## src/rtl/inst_fetch_unit_if.sv

```systemverilog
// Fetch-stage bus bundle: instruction-cache request/response, downstream
// stall and redirect controls, and the {inst, inst_hit, inst_pc, inst_pc4}
// decode-side outputs plus sticky error flags.
//   master : the fetch unit (drives imem_req/imem_addr and decode outputs)
//   slave  : the environment (cache, decode stage, branch resolution)
interface inst_fetch_unit_if;
    logic        imem_req;
    logic [31:0] imem_addr;
    logic        imem_hit;
    logic [31:0] imem_rdata;
    logic        stall;
    logic        redirect_valid;
    logic [31:0] redirect_pc;
    logic [31:0] inst;
    logic        inst_hit;
    logic [31:0] inst_pc;
    logic [31:0] inst_pc4;
    logic        timeout_err;
    logic        misalign_err;

    modport master (
        output imem_req, imem_addr, inst, inst_hit, inst_pc, inst_pc4,
               timeout_err, misalign_err,
        input  imem_hit, imem_rdata, stall, redirect_valid, redirect_pc
    );

    modport slave (
        input  imem_req, imem_addr, inst, inst_hit, inst_pc, inst_pc4,
               timeout_err, misalign_err,
        output imem_hit, imem_rdata, stall, redirect_valid, redirect_pc
    );
endinterface

```

## src/rtl/inst_fetch_unit.sv

```systemverilog
// Instruction fetch stage. Owns the PC, requests words from the instruction
// cache and presents {inst, inst_hit, inst_pc, inst_pc4} to decode.
// Ports:
//   clk  - clock, rising edge
//   rst  - asynchronous active-high reset
//   bus  - inst_fetch_unit_if.master: imem_req/imem_addr out, imem_hit/
//          imem_rdata in, stall/redirect_valid/redirect_pc in, decode
//          outputs and sticky timeout_err/misalign_err out.
// Priority per edge: rst > redirect_valid > stall > hit/miss.
module inst_fetch_unit #(
    parameter logic [31:0] RESET_PC     = 32'h0000_0000,
    parameter int unsigned MISS_TIMEOUT = 16,
    parameter logic [31:0] NOP          = 32'h0000_0013
) (
    input logic               clk,
    input logic               rst,
    inst_fetch_unit_if.master bus
);
    localparam int unsigned    CW       = $clog2(MISS_TIMEOUT + 1);
    localparam logic [CW-1:0] MISS_MAX = CW'(MISS_TIMEOUT);

    typedef enum logic {
        FETCH,
        MISS
    } state_t;

    state_t        state, state_n;
    logic [31:0]   pc, pc_n;
    logic [31:0]   inst, inst_n;
    logic          inst_hit, inst_hit_n;
    logic [31:0]   inst_pc, inst_pc_n;
    logic [31:0]   inst_pc4, inst_pc4_n;
    logic [CW-1:0] miss_cnt, miss_cnt_n;
    logic          tout, tout_n;
    logic          misal, misal_n;
    logic          run;
    logic          req;

    // run holds off the first request until one edge after reset release
    assign req = run & ~bus.stall & ~bus.redirect_valid;

    assign bus.imem_req     = req;
    assign bus.imem_addr    = pc;
    assign bus.inst         = inst;
    assign bus.inst_hit     = inst_hit;
    assign bus.inst_pc      = inst_pc;
    assign bus.inst_pc4     = inst_pc4;
    assign bus.timeout_err  = tout;
    assign bus.misalign_err = misal;

    always_ff @(posedge clk or posedge rst) begin
        if (rst) begin
            state    <= FETCH;
            pc       <= RESET_PC;
            inst     <= NOP;
            inst_hit <= 1'b0;
            inst_pc  <= RESET_PC;
            inst_pc4 <= RESET_PC + 32'd4;
            miss_cnt <= '0;
            tout     <= 1'b0;
            misal    <= 1'b0;
            run      <= 1'b0;
        end else begin
            state    <= state_n;
            pc       <= pc_n;
            inst     <= inst_n;
            inst_hit <= inst_hit_n;
            inst_pc  <= inst_pc_n;
            inst_pc4 <= inst_pc4_n;
            miss_cnt <= miss_cnt_n;
            tout     <= tout_n;
            misal    <= misal_n;
            run      <= 1'b1;
        end
    end

    always_comb begin
        state_n    = state;
        pc_n       = pc;
        inst_n     = inst;
        inst_hit_n = inst_hit;
        inst_pc_n  = inst_pc;
        inst_pc4_n = inst_pc4;
        miss_cnt_n = miss_cnt;
        tout_n     = tout;
        misal_n    = misal;

        if (bus.redirect_valid) begin
            // Redirect flushes the presented word and abandons any miss
            pc_n       = {bus.redirect_pc[31:2], 2'b00};
            inst_n     = NOP;
            inst_hit_n = 1'b0;
            state_n    = FETCH;
            miss_cnt_n = '0;
            if (bus.redirect_pc[1:0] != 2'b00) begin
                misal_n = 1'b1;
            end
        end else if (bus.stall) begin
            // everything holds; imem_hit is ignored
        end else if (req) begin
            if (bus.imem_hit) begin
                inst_n     = bus.imem_rdata;
                inst_hit_n = 1'b1;
                inst_pc_n  = pc;
                inst_pc4_n = pc + 32'd4;
                pc_n       = pc + 32'd4;
                state_n    = FETCH;
                miss_cnt_n = '0;
            end else begin
                inst_n     = NOP;
                inst_hit_n = 1'b0;
                state_n    = MISS;
                miss_cnt_n = (miss_cnt == MISS_MAX) ? miss_cnt : miss_cnt + 1'b1;
                if (miss_cnt_n == MISS_MAX) begin
                    tout_n = 1'b1;
                end
            end
        end
    end
endmodule

```

## src/flat_wrapper.sv

```systemverilog
// flat-port wrapper written by rule: the top's interface ports become plain ports
module inst_fetch_unit_flat 
#(
    parameter logic [31:0] RESET_PC     = 32'h0000_0000,
    parameter int unsigned MISS_TIMEOUT = 16,
    parameter logic [31:0] NOP          = 32'h0000_0013
)
  (clk, rst, bus_imem_req, bus_imem_addr, bus_inst, bus_inst_hit, bus_inst_pc, bus_inst_pc4, bus_timeout_err, bus_misalign_err, bus_imem_hit, bus_imem_rdata, bus_stall, bus_redirect_valid, bus_redirect_pc);
  inst_fetch_unit_if bus_i ();
  input logic clk;
  input logic rst;
  output wire logic [$bits(bus_i.imem_req)-1:0] bus_imem_req;
  output wire logic [$bits(bus_i.imem_addr)-1:0] bus_imem_addr;
  output wire logic [$bits(bus_i.inst)-1:0] bus_inst;
  output wire logic [$bits(bus_i.inst_hit)-1:0] bus_inst_hit;
  output wire logic [$bits(bus_i.inst_pc)-1:0] bus_inst_pc;
  output wire logic [$bits(bus_i.inst_pc4)-1:0] bus_inst_pc4;
  output wire logic [$bits(bus_i.timeout_err)-1:0] bus_timeout_err;
  output wire logic [$bits(bus_i.misalign_err)-1:0] bus_misalign_err;
  input wire logic [$bits(bus_i.imem_hit)-1:0] bus_imem_hit;
  input wire logic [$bits(bus_i.imem_rdata)-1:0] bus_imem_rdata;
  input wire logic [$bits(bus_i.stall)-1:0] bus_stall;
  input wire logic [$bits(bus_i.redirect_valid)-1:0] bus_redirect_valid;
  input wire logic [$bits(bus_i.redirect_pc)-1:0] bus_redirect_pc;
  assign bus_imem_req = bus_i.imem_req;
  assign bus_imem_addr = bus_i.imem_addr;
  assign bus_inst = bus_i.inst;
  assign bus_inst_hit = bus_i.inst_hit;
  assign bus_inst_pc = bus_i.inst_pc;
  assign bus_inst_pc4 = bus_i.inst_pc4;
  assign bus_timeout_err = bus_i.timeout_err;
  assign bus_misalign_err = bus_i.misalign_err;
  assign bus_i.imem_hit = bus_imem_hit;
  assign bus_i.imem_rdata = bus_imem_rdata;
  assign bus_i.stall = bus_stall;
  assign bus_i.redirect_valid = bus_redirect_valid;
  assign bus_i.redirect_pc = bus_redirect_pc;
  inst_fetch_unit #(.RESET_PC(RESET_PC), .MISS_TIMEOUT(MISS_TIMEOUT), .NOP(NOP)) u_core (.clk(clk), .rst(rst), .bus(bus_i));
endmodule
```

## config.mk

```make
export PLATFORM = sky130hd
export DESIGN_NAME = inst_fetch_unit_flat
export DESIGN_NICKNAME = d
export VERILOG_FILES = /design/src/rtl/inst_fetch_unit_if.sv /design/src/rtl/inst_fetch_unit.sv /design/src/flat_wrapper.sv
export SDC_FILE = /design/constraint.sdc
export NUM_CORES = 1
export LEC_CHECK = 0
export ABC_AREA = 1
export BUFFER_PORTS_ARGS = -buffer_cell sky130_fd_sc_hd__clkbuf_2
export CAP_MARGIN = 40
export CORE_ASPECT_RATIO = 0.8
export CORE_MARGIN = 3
export CORE_UTILIZATION = 52
export CTS_BUF_LIST = sky130_fd_sc_hd__clkbuf_4 sky130_fd_sc_hd__clkbuf_8
export DETAILED_ROUTE_END_ITERATION = 16
export PLACE_DENSITY = 0.82
export REMOVE_ABC_BUFFERS = 1
export SLEW_MARGIN = 20
export SYNTH_ARGS = -nofsm -noshare
export SYNTH_HDL_FRONTEND = slang
export SYNTH_SLANG_ARGS = --single-unit
```

## constraint.sdc

```tcl
create_clock -name clk -period 5 [get_ports clk]
set_input_delay 0 -clock clk [delete_from_list [all_inputs] [get_ports clk]]
set_output_delay 0 -clock clk [all_outputs]
set_load 0.005 [all_outputs]
```

==> flow_summary.ini, run 1 <==
[clock_network]
cts_sinks = 131
insertion_delay_ns = 0.44
clk_path_buf_depth = 2
post_cts_buffers = 0
clockRootBuffer = clkbuf_8
cts_buffers = 17
htreeDepth = 4
cts.clk_slew.worst_paths_ns = 0.08
cts_tree = yes

[setup_path]
reg2reg_depth = 8
r2r_setup_slack_ns = 2.51
crit_path_max_incr_delay_ns = 0.58
crit_type = register to register
cp_num_cells = 8
crit_start = u_core.run
timing.critical_path.mode_cell = buf_4
crit_required_ns = 5.30
worst-path-buf-inv = 3
cp.arrival_ns = 2.79
r2r_start = u_core.run
timing.rr.end = u_core.bus.imem_addr[2]
worstPathCellList = nand3_2, nor2_4, buf_4, inv_2, buf_4, nor2_1, a21oi_1, o21ai_0
crit_end = u_core.bus.imem_addr[2]
crit_path_end_kind = register
cpLargestDelayFamily = buffers and inverters
cp-start-kind = register
worst-path-max-fanout = 60
cp_slowest_cell = inv_2

[placed_design]
dp_hpwl_mm = 11.4
place.gp.congestion = 0.937
placed_area_sq_um = 7060
portBuffers = 194
dp_cells = 1028
pre_cts_slack_ns = 2.52

[sta]
final.period_utilization_pct = 49.8
drv_slew = 0
fin_tns_setup_ns = 0
final_hold_viol_count = 0
fmax_mhz = 402
fin_crit_ns = 2.49
skew_ns = 0.0171
setup_ws_ns = 2.51
relSlewSlack_pct = 56.2
rsz0062_at_grt = no
max_slew.worst_pin.slew_ns = 0.656
setup_viol = 0

[status]
status = finished clean

[route]
drc = 0
ant_nets = 0
dr.pass1.iters = 5
drt_iter0_drc = 386
wl_per_cell_microns = 15.2
via_count = 5658
vias_per_cell = 5.02
wl_mm = 17.1

[final_layout]
nFillCells = 818
fin_nets = 1041
insertedDiodeCount = 0
drive_gt1_share_pct = 26.2
stdcell_area_sq_um = 8190
areaGrowthSynthToFinish_pct = 36.9
finalNonFillerCells = 1126

[die]
start_util_pct = 54.1
num_rows = 34
ios = 201
die_area_sq_um = 12800
die_h_microns = 102
die_width_microns = 126
core_sq_um = 11100

[min_path]
hold_path_class = input pin to register

[job]
max-cap-violations = 0

[grt]
grt_usage_pct = 27.0
grt_overflow = 0
grt_pass1_wl_mm = 27.6
grt_pass1_vias = 5498
grt_max_degree = 63
antenna_found_initial = 0

[logic_synthesis]
synth.area.top_cells = dfrtp_1 (53%), nand2_1 (16%), inv_1 (4.4%), a22o_1 (4.2%), o21ai_0 (3.5%)
synth-edff-count = 0
synth_top_area_share_pct = 53.1
ys_seq_area_share_pct = 54.9
async_reset_ff_share_pct = 100
avgSynthCellArea_sq_um = 8.42
syn_inst = 710
synthMostInstantiatedCell = nand2_1
synth_cell_types = 30
yosys_register_bits = 131
ys.flop_type = dfrtp_1
synth_common_cells = nand2_1 (251), dfrtp_1 (127), inv_1 (70)
yosysWarnings = 0
yosysTopAreaCell = dfrtp_1
synth_area_sq_um = 5980

[pwr]
powerDensity_nw_per_um2 = 345
leakage_nw = 4.42
peakVddDrop_v = 0.000213
-- worst min-delay path, delay by kind of cell --
family | cells | cell delay (ns)
AOI/OAI and AO/OA | 1 | 0.06
buffers and inverters | 2 | 0.13
and+or+nand+nor | 3 | 0.27
-- placed cells by master (no fill, tap or decap), drive strengths merged --
cell type	instances
a21oi	4
a22o	29
buf	6
bufinv	5
clkbuf	213
clkinv	5
clkinvlp	2
conb	7
dfrtp	127
dfstp	4
dlygate4sd3	66
ha	3
inv	72
nand2	255
nand3	34
nand3b	1
nand4	4
nor2	63
nor3	1
o211ai	7
o21ai	59
o21bai	1
o22a	3
o22ai	3
xor2	8
-- metal layers --
layer	global-route usage [%]	vias up	part of all wire, %
li1	-	2770	-
met1	35.9	2627	43
met2	44.7	237	48
met3	6.48	24	7.3
met4	8.24	0	1.5
met5	0	-	0
-- cell type report --
cell class / count / area [sq um] / share of cell area [%]
Tap cell: 144 / 180 / 2.20
Inverter: 71 / 272 / 3.32
Clock inverter: 13 / 206 / 2.52
Sequential cell: 131 / 3280 / 40.1
Multi-Input combinational cell: 482 / 2290 / 28.0
Timing Repair Buffer: 266 / 1700 / 20.7
Clock buffer: 19 / 255 / 3.12
-- sequential cells by signal (all words and copies together) (netlist names) --
signal,cells
u_core.bus.inst,32
u_core.bus.imem_addr,30
u_core.bus.inst_pc4,30
u_core.bus.inst_pc,30
u_core.miss_cnt,5
u_core.bus.inst_hit,1
u_core.bus.misalign_err,1
u_core.bus.timeout_err,1
u_core.run,1
-- kinds of logic after synthesis --
group / count (synthesis) / synth area share, %
buf+inv: 102 / 7.07
simple gates: 358 / 24.8
other cells: 2 / 0.126
fa+ha+maj: 3 / 0.628
xor+xnor: 8 / 1.17
flops: 131 / 54.9
compound gates: 106 / 11.3
-- metrics by stage --
step / power, mW / hold WS [ns] / utilization [%]
final: 2.82 / 0.0699 / 74.0
after global routing: 2.97 / 0.0800 / 74.0
after CTS: 2.83 / 0.0601 / 74.0
after detailed placement: 1.76 / 0.0936 / 63.9
after global placement: 1.74 / 0.0840 / 63.5
after floorplan: 1.51 / 0.0311 / -
-- repair_timing --
item	in CTS	in global routing
endpoints found under the hold margin	129	0
gates resized for setup	0	0
hold buffers	66	0
-- worst min-delay path by stage --
stage                          endpoint  slack (ns)  cells past startpoint               start
detailed placement   u_core.bus.inst[5]        0.09                      2                 rst
floorplan                  bus_imem_req        0.03                      1  bus_redirect_valid
finish               u_core.miss_cnt[0]        0.07                      6           bus_stall
global route         u_core.miss_cnt[0]        0.08                      6           bus_stall
CTS                  u_core.miss_cnt[0]        0.06                      6           bus_stall
global placement    u_core.bus.inst[25]        0.08                      2                 rst
-- power by group --
group / internal [mW] / switching (mW) / leakage [nW]
Clock: 0.613 / 0.425 / 0.229
Combinational: 0.225 / 0.255 / 2.52
Sequential: 1.19 / 0.110 / 1.67
Total: 2.03 / 0.790 / 4.42
No activity file was read; power rests on OpenSTA's default activity.
==> inputs of run 2 (changes only) <==
--- a/config.mk
+++ b/config.mk
@@ -10,10 +10,10 @@
 export CAP_MARGIN = 40
 export CORE_ASPECT_RATIO = 0.8
 export CORE_MARGIN = 3
-export CORE_UTILIZATION = 52
+export CORE_UTILIZATION = 47
 export CTS_BUF_LIST = sky130_fd_sc_hd__clkbuf_4 sky130_fd_sc_hd__clkbuf_8
 export DETAILED_ROUTE_END_ITERATION = 16
-export PLACE_DENSITY = 0.82
+export PLACE_DENSITY = 0.78
 export REMOVE_ABC_BUFFERS = 1
 export SLEW_MARGIN = 20
 export SYNTH_ARGS = -nofsm -noshare
==> constraint.sdc (replaced) <==
create_clock -name clk -period 2.2 [get_ports clk]
set_input_delay 0 -clock clk [delete_from_list [all_inputs] [get_ports clk]]
set_output_delay 0 -clock clk [all_outputs]
set_load 0.005 [all_outputs]
==> run 2 against run 1 <==
- worst hold slack got worse by 0.019 ns
- sequential share of layout area about the same
- flip-flop and latch count did not move
- via count fell by 0.46%
- cell area hardly changed
- final cell count grew 2.8%
- power increased by 120%
- clock skew fell by 0.0084 ns
- clock-buffer cell count rose by 1
- sequential power up 130%
- core utilization shrank 7.4 points
==> flow_summary.ini, run 2 (synthesis gave the netlist of run 1 again) <==
[route]
wl_per_cell_microns = 15.0
drc = 0
vias_per_cell = 4.87
via_count = 5632
wl_mm = 17.3
dr.pass1.iters = 5
ant_nets = 0
drt_iter0_drc = 376

[final_layout]
final_cell_mix = nand2_1 (251), clkbuf_2 (194), dfrtp_1 (127), inv_1 (69), dlygate4sd3_1 (66)
stdcell_area_sq_um = 8190
largest_register_ff_count = 32
layout_commonest_cell = nand2_1
regMostFlops = u_core.bus.inst
fin_nets = 1045
drive_gt1_share_pct = 26.5
areaGrowthSynthToFinish_pct = 37.0
insertedDiodeCount = 0

[min_path]
hold_path_end = u_core.bus.imem_addr[9]
hold_path_class = input pin to register
min_path_cells = 3
hp-start = bus_redirect_valid

[clock_network]
cts_sinks = 131
cts_buffers = 17
cts.clk_slew.worst_paths_ns = 0.08
clk_path_buf_depth = 2
insertion_delay_ns = 0.44
clockRootBuffer = clkbuf_8
cts_tree = yes
post_cts_buffers = 0
cts_resized = 0
ctsHoldBuffers = 66
htreeDepth = 4

[die]
core_sq_um = 12300
die_width_microns = 132
start_util_pct = 48.6
die_h_microns = 107
die_area_sq_um = 14100
num_rows = 36
ios = 201

[placed_design]
placed_area_sq_um = 7130
pre_cts_slack_ns = 0.465
portBuffers = 194
place.gp.congestion = 0.901
dp_hpwl_mm = 12.0

[grt]
grt_pass1_vias = 5376
grt_overflow = 0
grt_usage_pct = 25.1
grt_pass1_wl_mm = 28.1
antenna_found_initial = 0
grt_max_degree = 60

[pwr]
leakage_nw = 4.40
peakVddDrop_v = 0.000581
total_power_mw = 6.12
powerDensity_nw_per_um2 = 747

[sta]
fin_tns_setup_ns = 0
fmax_mhz = 574
drv_slew = 0
fin_crit_ns = 1.74
rsz0062_at_grt = no
skew_ns = 0.00872
final.period_utilization_pct = 79.1
final_hold_viol_count = 0
setup_ws_ns = 0.459
relSlewSlack_pct = 55.9
setup_viol = 0
max_slew.worst_pin.slew_ns = 0.662

[setup_path]
reg2reg_depth = 7
cp.arrival_ns = 2.07
cp-start-kind = register
crit_required_ns = 2.53
timing.rr.end = u_core.bus.inst_pc4[16]
r2r_setup_slack_ns = 0.46
crit_path_end_kind = register
crit_type = register to register
worst-path-max-fanout = 6
r2r_start = u_core.bus.imem_addr[2]

[status]
status = finished clean

[job]
max-cap-violations = 0
-- run 2: per-stage QoR --
| stage | hold slack (ns) | util, % | instances |
|---|---|---|---|
| 2_1_floorplan | 0.0311 | - | 684 |
| 3_3_place_gp | 0.0365 | 58.0 | 1059 |
| 3_5_place_dp | 0.0435 | 58.0 | 1059 |
| 4_1_cts | 0.00416 | 66.6 | 1157 |
| 5_1_grt | 0.0638 | 66.6 | 1157 |
| 6_report | 0.0510 | 66.6 | 1157 |
-- run 2: final cells by class --
cell class,instances,area (sq um)
clock buffer,20,269
clock inverter,12,131
fill,1047,4100
inverter,71,272
multi-input combinational,482,2290
sequential,131,3280
tap,171,214
timing repair buffer,270,1730
-- run 2: how the worst max path moves through the flow --
stage | slack [ns] | startpoint | to | cells past startpoint
global placement | 0.49 | u_core.bus.imem_addr[2] | u_core.bus.inst_pc4[16] | 7
floorplan | -1.29 | rst | u_core.bus.imem_addr[10] | 1
CTS | 0.44 | u_core.bus.imem_addr[2] | u_core.bus.inst_pc4[16] | 7
finish | 0.46 | u_core.bus.imem_addr[2] | u_core.bus.inst_pc4[16] | 7
detailed placement | 0.46 | u_core.bus.imem_addr[2] | u_core.bus.inst_pc4[16] | 7
global route | 0.31 | u_core.bus.imem_addr[2] | u_core.bus.imem_addr[16] | 7
-- run 2: worst max-delay path: stages (launching register included) --
cell and delay, ns:
dfrtp_1 0.45, ha_1 0.24, nand3_1 0.19, nor2_2 0.26, nand3_1 0.19, xor2_1 0.18, nand2_1 0.08, nand2_1 0.06
-- run 2: routing by layer --
| layer | global-route usage [%] | up-vias | wire length, microns |
|---|---|---|---|
| met3 | 7.04 | 15 | 1330 |
| met4 | 5.02 | 0 | 110 |
| li1 | - | 2775 | - |
| met5 | 0 | - | 0 |
| met2 | 38.2 | 213 | 7910 |
| met1 | 36.2 | 2629 | 7990 |
-- run 2: where the power goes --
| part | internal, mW | total [mW] | switching, mW |
|---|---|---|---|
| logic | 0.516 | 1.10 | 0.588 |
| registers | 2.71 | 2.96 | 0.242 |
| clock network | 1.08 | 2.06 | 0.980 |
| total | 4.31 | 6.12 | 1.81 |
==> inputs of run 3 (changes only) <==
==> constraint.sdc (replaced) <==
create_clock -name clk -period 1.4 [get_ports clk]
set_input_delay 0 -clock clk [delete_from_list [all_inputs] [get_ports clk]]
set_output_delay 0 -clock clk [all_outputs]
set_load 0.005 [all_outputs]
==> run 3 against run 2 <==
- final cell count increased by 5.2%
- critical endpoint is now u_core.bus.inst_pc4[27]
- setup slack worse by 0.52 ns
- cell area is 10% higher
- combinational power rose by 94%
- fmax is 19% higher
- critical path type unchanged
- first-iteration DRC count grew 2.9%
- via count is 9.1% higher
- register-to-register slack got worse by 0.52 ns
- flip-flop and latch count unchanged
- die area unchanged
- the flow now finishes with violations (setup timing)
- clock power is 67% higher
- non-clock buffer count grew 60
==> flow_summary.ini, run 3 (synthesis gave the netlist of run 1 again) <==
[status]
status = finished, violations left
violations = setup timing

[grt]
grt_pass1_vias = 6073
grt_usage_pct = 27.3
antenna_found_initial = 0
grt_overflow = 0
grt_max_degree = 62
grt_pass1_wl_mm = 30.6

[setup_path]
crit_path_max_incr_delay_ns = 0.43
worstPathCellList = nand2_2, buf_4, nor2_1, nand2_2, nor2_4, nand2_1, nand2_1, nand2_1, nand2_1, nand2_1
crit_path_end_kind = register
crit_start = u_core.bus.imem_addr[3]
cpLargestDelayFamily = simple AND/OR/NAND/NOR gates
crit_type = register to register
worst-path-buf-inv = 1
cp_slowest_cell = dfrtp_2
timing.critical_path.mode_cell = nand2_1
cp-start-kind = register
crit_required_ns = 1.72
r2r_start = u_core.bus.imem_addr[3]
cp.arrival_ns = 1.77
worst-path-max-fanout = 4

[route]
drt_iter0_drc = 387
wl_per_cell_microns = 15.8
vias_per_cell = 5.05
drc = 0
ant_nets = 0
dr.pass1.iters = 5
via_count = 6145
wl_mm = 19.3

[placed_design]
dp_hpwl_mm = 12.8
portBuffers = 194
place.gp.congestion = 0.942
pre_cts_slack_ns = -0.155

[sta]
drv_slew = 0
fin_crit_ns = 1.46
setup_viol = 9
skew_ns = 0.0113
fmax_mhz = 686
setup_ws_ns = -0.0576
final.period_utilization_pct = 104
fin_tns_setup_ns = -0.222
final_hold_viol_count = 0
rsz0062_at_grt = yes

[die]
die_width_microns = 132
start_util_pct = 48.6
die_h_microns = 107
core_sq_um = 12300
die_area_sq_um = 14100
num_rows = 36
ios = 201

[final_layout]
nFillCells = 908
post-route-util_pct = 73.4
final_cell_mix = nand2_1 (232), clkbuf_2 (194), dfrtp_1 (118), dlygate4sd3_1 (66), inv_1 (65)
regMostFlops = u_core.bus.inst
areaGrowthSynthToFinish_pct = 50.9
insertedDiodeCount = 0
layout_commonest_cell = nand2_1
fin_nets = 1105
largest_register_ff_count = 32
drive_gt1_share_pct = 36.8

[pwr]
peakVddDrop_v = 0.000694
total_power_mw = 10.2
netSwitchingFraction_pct = 28.5
combPwrFrac_pct = 20.9
power_frac_seq_pct = 45.5
leakage_nw = 4.78
p_clk_share_pct = 33.6
p_switching_mw = 2.90
powerDensity_nw_per_um2 = 1130
p_int_mw = 7.29

[clock_network]
cts_tree = yes
cts_buffers = 17
cts.clk_slew.worst_paths_ns = 0.07
htreeDepth = 4
insertion_delay_ns = 0.43
clk_path_buf_depth = 2
cts_sinks = 131
clockRootBuffer = clkbuf_8

[job]
max-cap-violations = 0

[min_path]
hold_path_class = input pin to register
hp-start = bus_redirect_valid
## run 3: cell types whose count changed in the layout (fill, tap and decap cells not counted), sizes merged
cell and delta:
buf +59, bufinv +1, clkbuf +4, clkinvlp -3, inv -1
## run 3: path summary, 6_finish.rpt
check	slack [ns]	endpoint	cells after the start
max	-0.06	u_core.bus.inst_pc4[27]	10
min	0.07	u_core.bus.imem_addr[9]	3
max reg2reg	-0.06	u_core.bus.inst_pc4[27]	10
min reg2reg	0.48	u_core.bus.timeout_err	2
max in group asynchronous	0.69	u_core.bus.imem_addr[13]	4
min in group asynchronous	0.12	u_core.bus.inst[20]	3
## run 3: layout make-up
cell class / count / area (sq um) / share of cell area [%]
Clock buffer: 23 / 304 / 3.37
Clock inverter: 9 / 126 / 1.40
Inverter: 71 / 274 / 3.04
Multi-Input combinational cell: 482 / 2540 / 28.1
Sequential cell: 131 / 3290 / 36.5
Tap cell: 171 / 214 / 2.37
Timing Repair Buffer: 330 / 2270 / 25.2
## run 3: power groups by stage
stage / clock [mW] / combinational, mW / sequential, mW
detailed placement: 0 / 1.83 / 4.66
floorplan: 0 / 0.702 / 4.68
CTS: 3.47 / 2.05 / 4.61
global route: 3.66 / 2.37 / 4.70
global placement: 0 / 1.80 / 4.66
finish: 3.43 / 2.13 / 4.63
## run 3: timing repair
item                                    4_1_cts  5_1_grt
hold endpoints to repair                    199        0
resized for setup                            36       52
pin swaps                                    14       27
setup buffers                                 7        8
gates cloned                                  0        1
hold buffers                                 66        0
endpoints found under the setup margin       32       56
## run 3: worst register-to-register path, delay by kind of cell, from the launching register on
kind                   cells  cell delay (ns)
AND/OR/NAND/NOR            9             0.78
buffers and inverters      1             0.15
flip-flops                 1             0.43
## run 3: routing by layer
| metal | routed length [microns] | track usage, % |
|---|---|---|
| met5 | 0 | 0 |
| met4 | 442 | 8.32 |
| met3 | 1530 | 7.22 |
| met2 | 9210 | 43.9 |
| met1 | 8080 | 36.5 |
## run 3: per-stage QoR
stage / hold WS (ns) / instances / area [sq um]
finish: 0.0658 / 1217 / 9020
global route: 0.0860 / 1217 / 9020
CTS: 0.0314 / 1208 / 8780
detailed placement: 0.0165 / 1103 / 7510
global placement: 0.00482 / 1103 / 7510
floorplan: 0.0311 / 684 / 5840
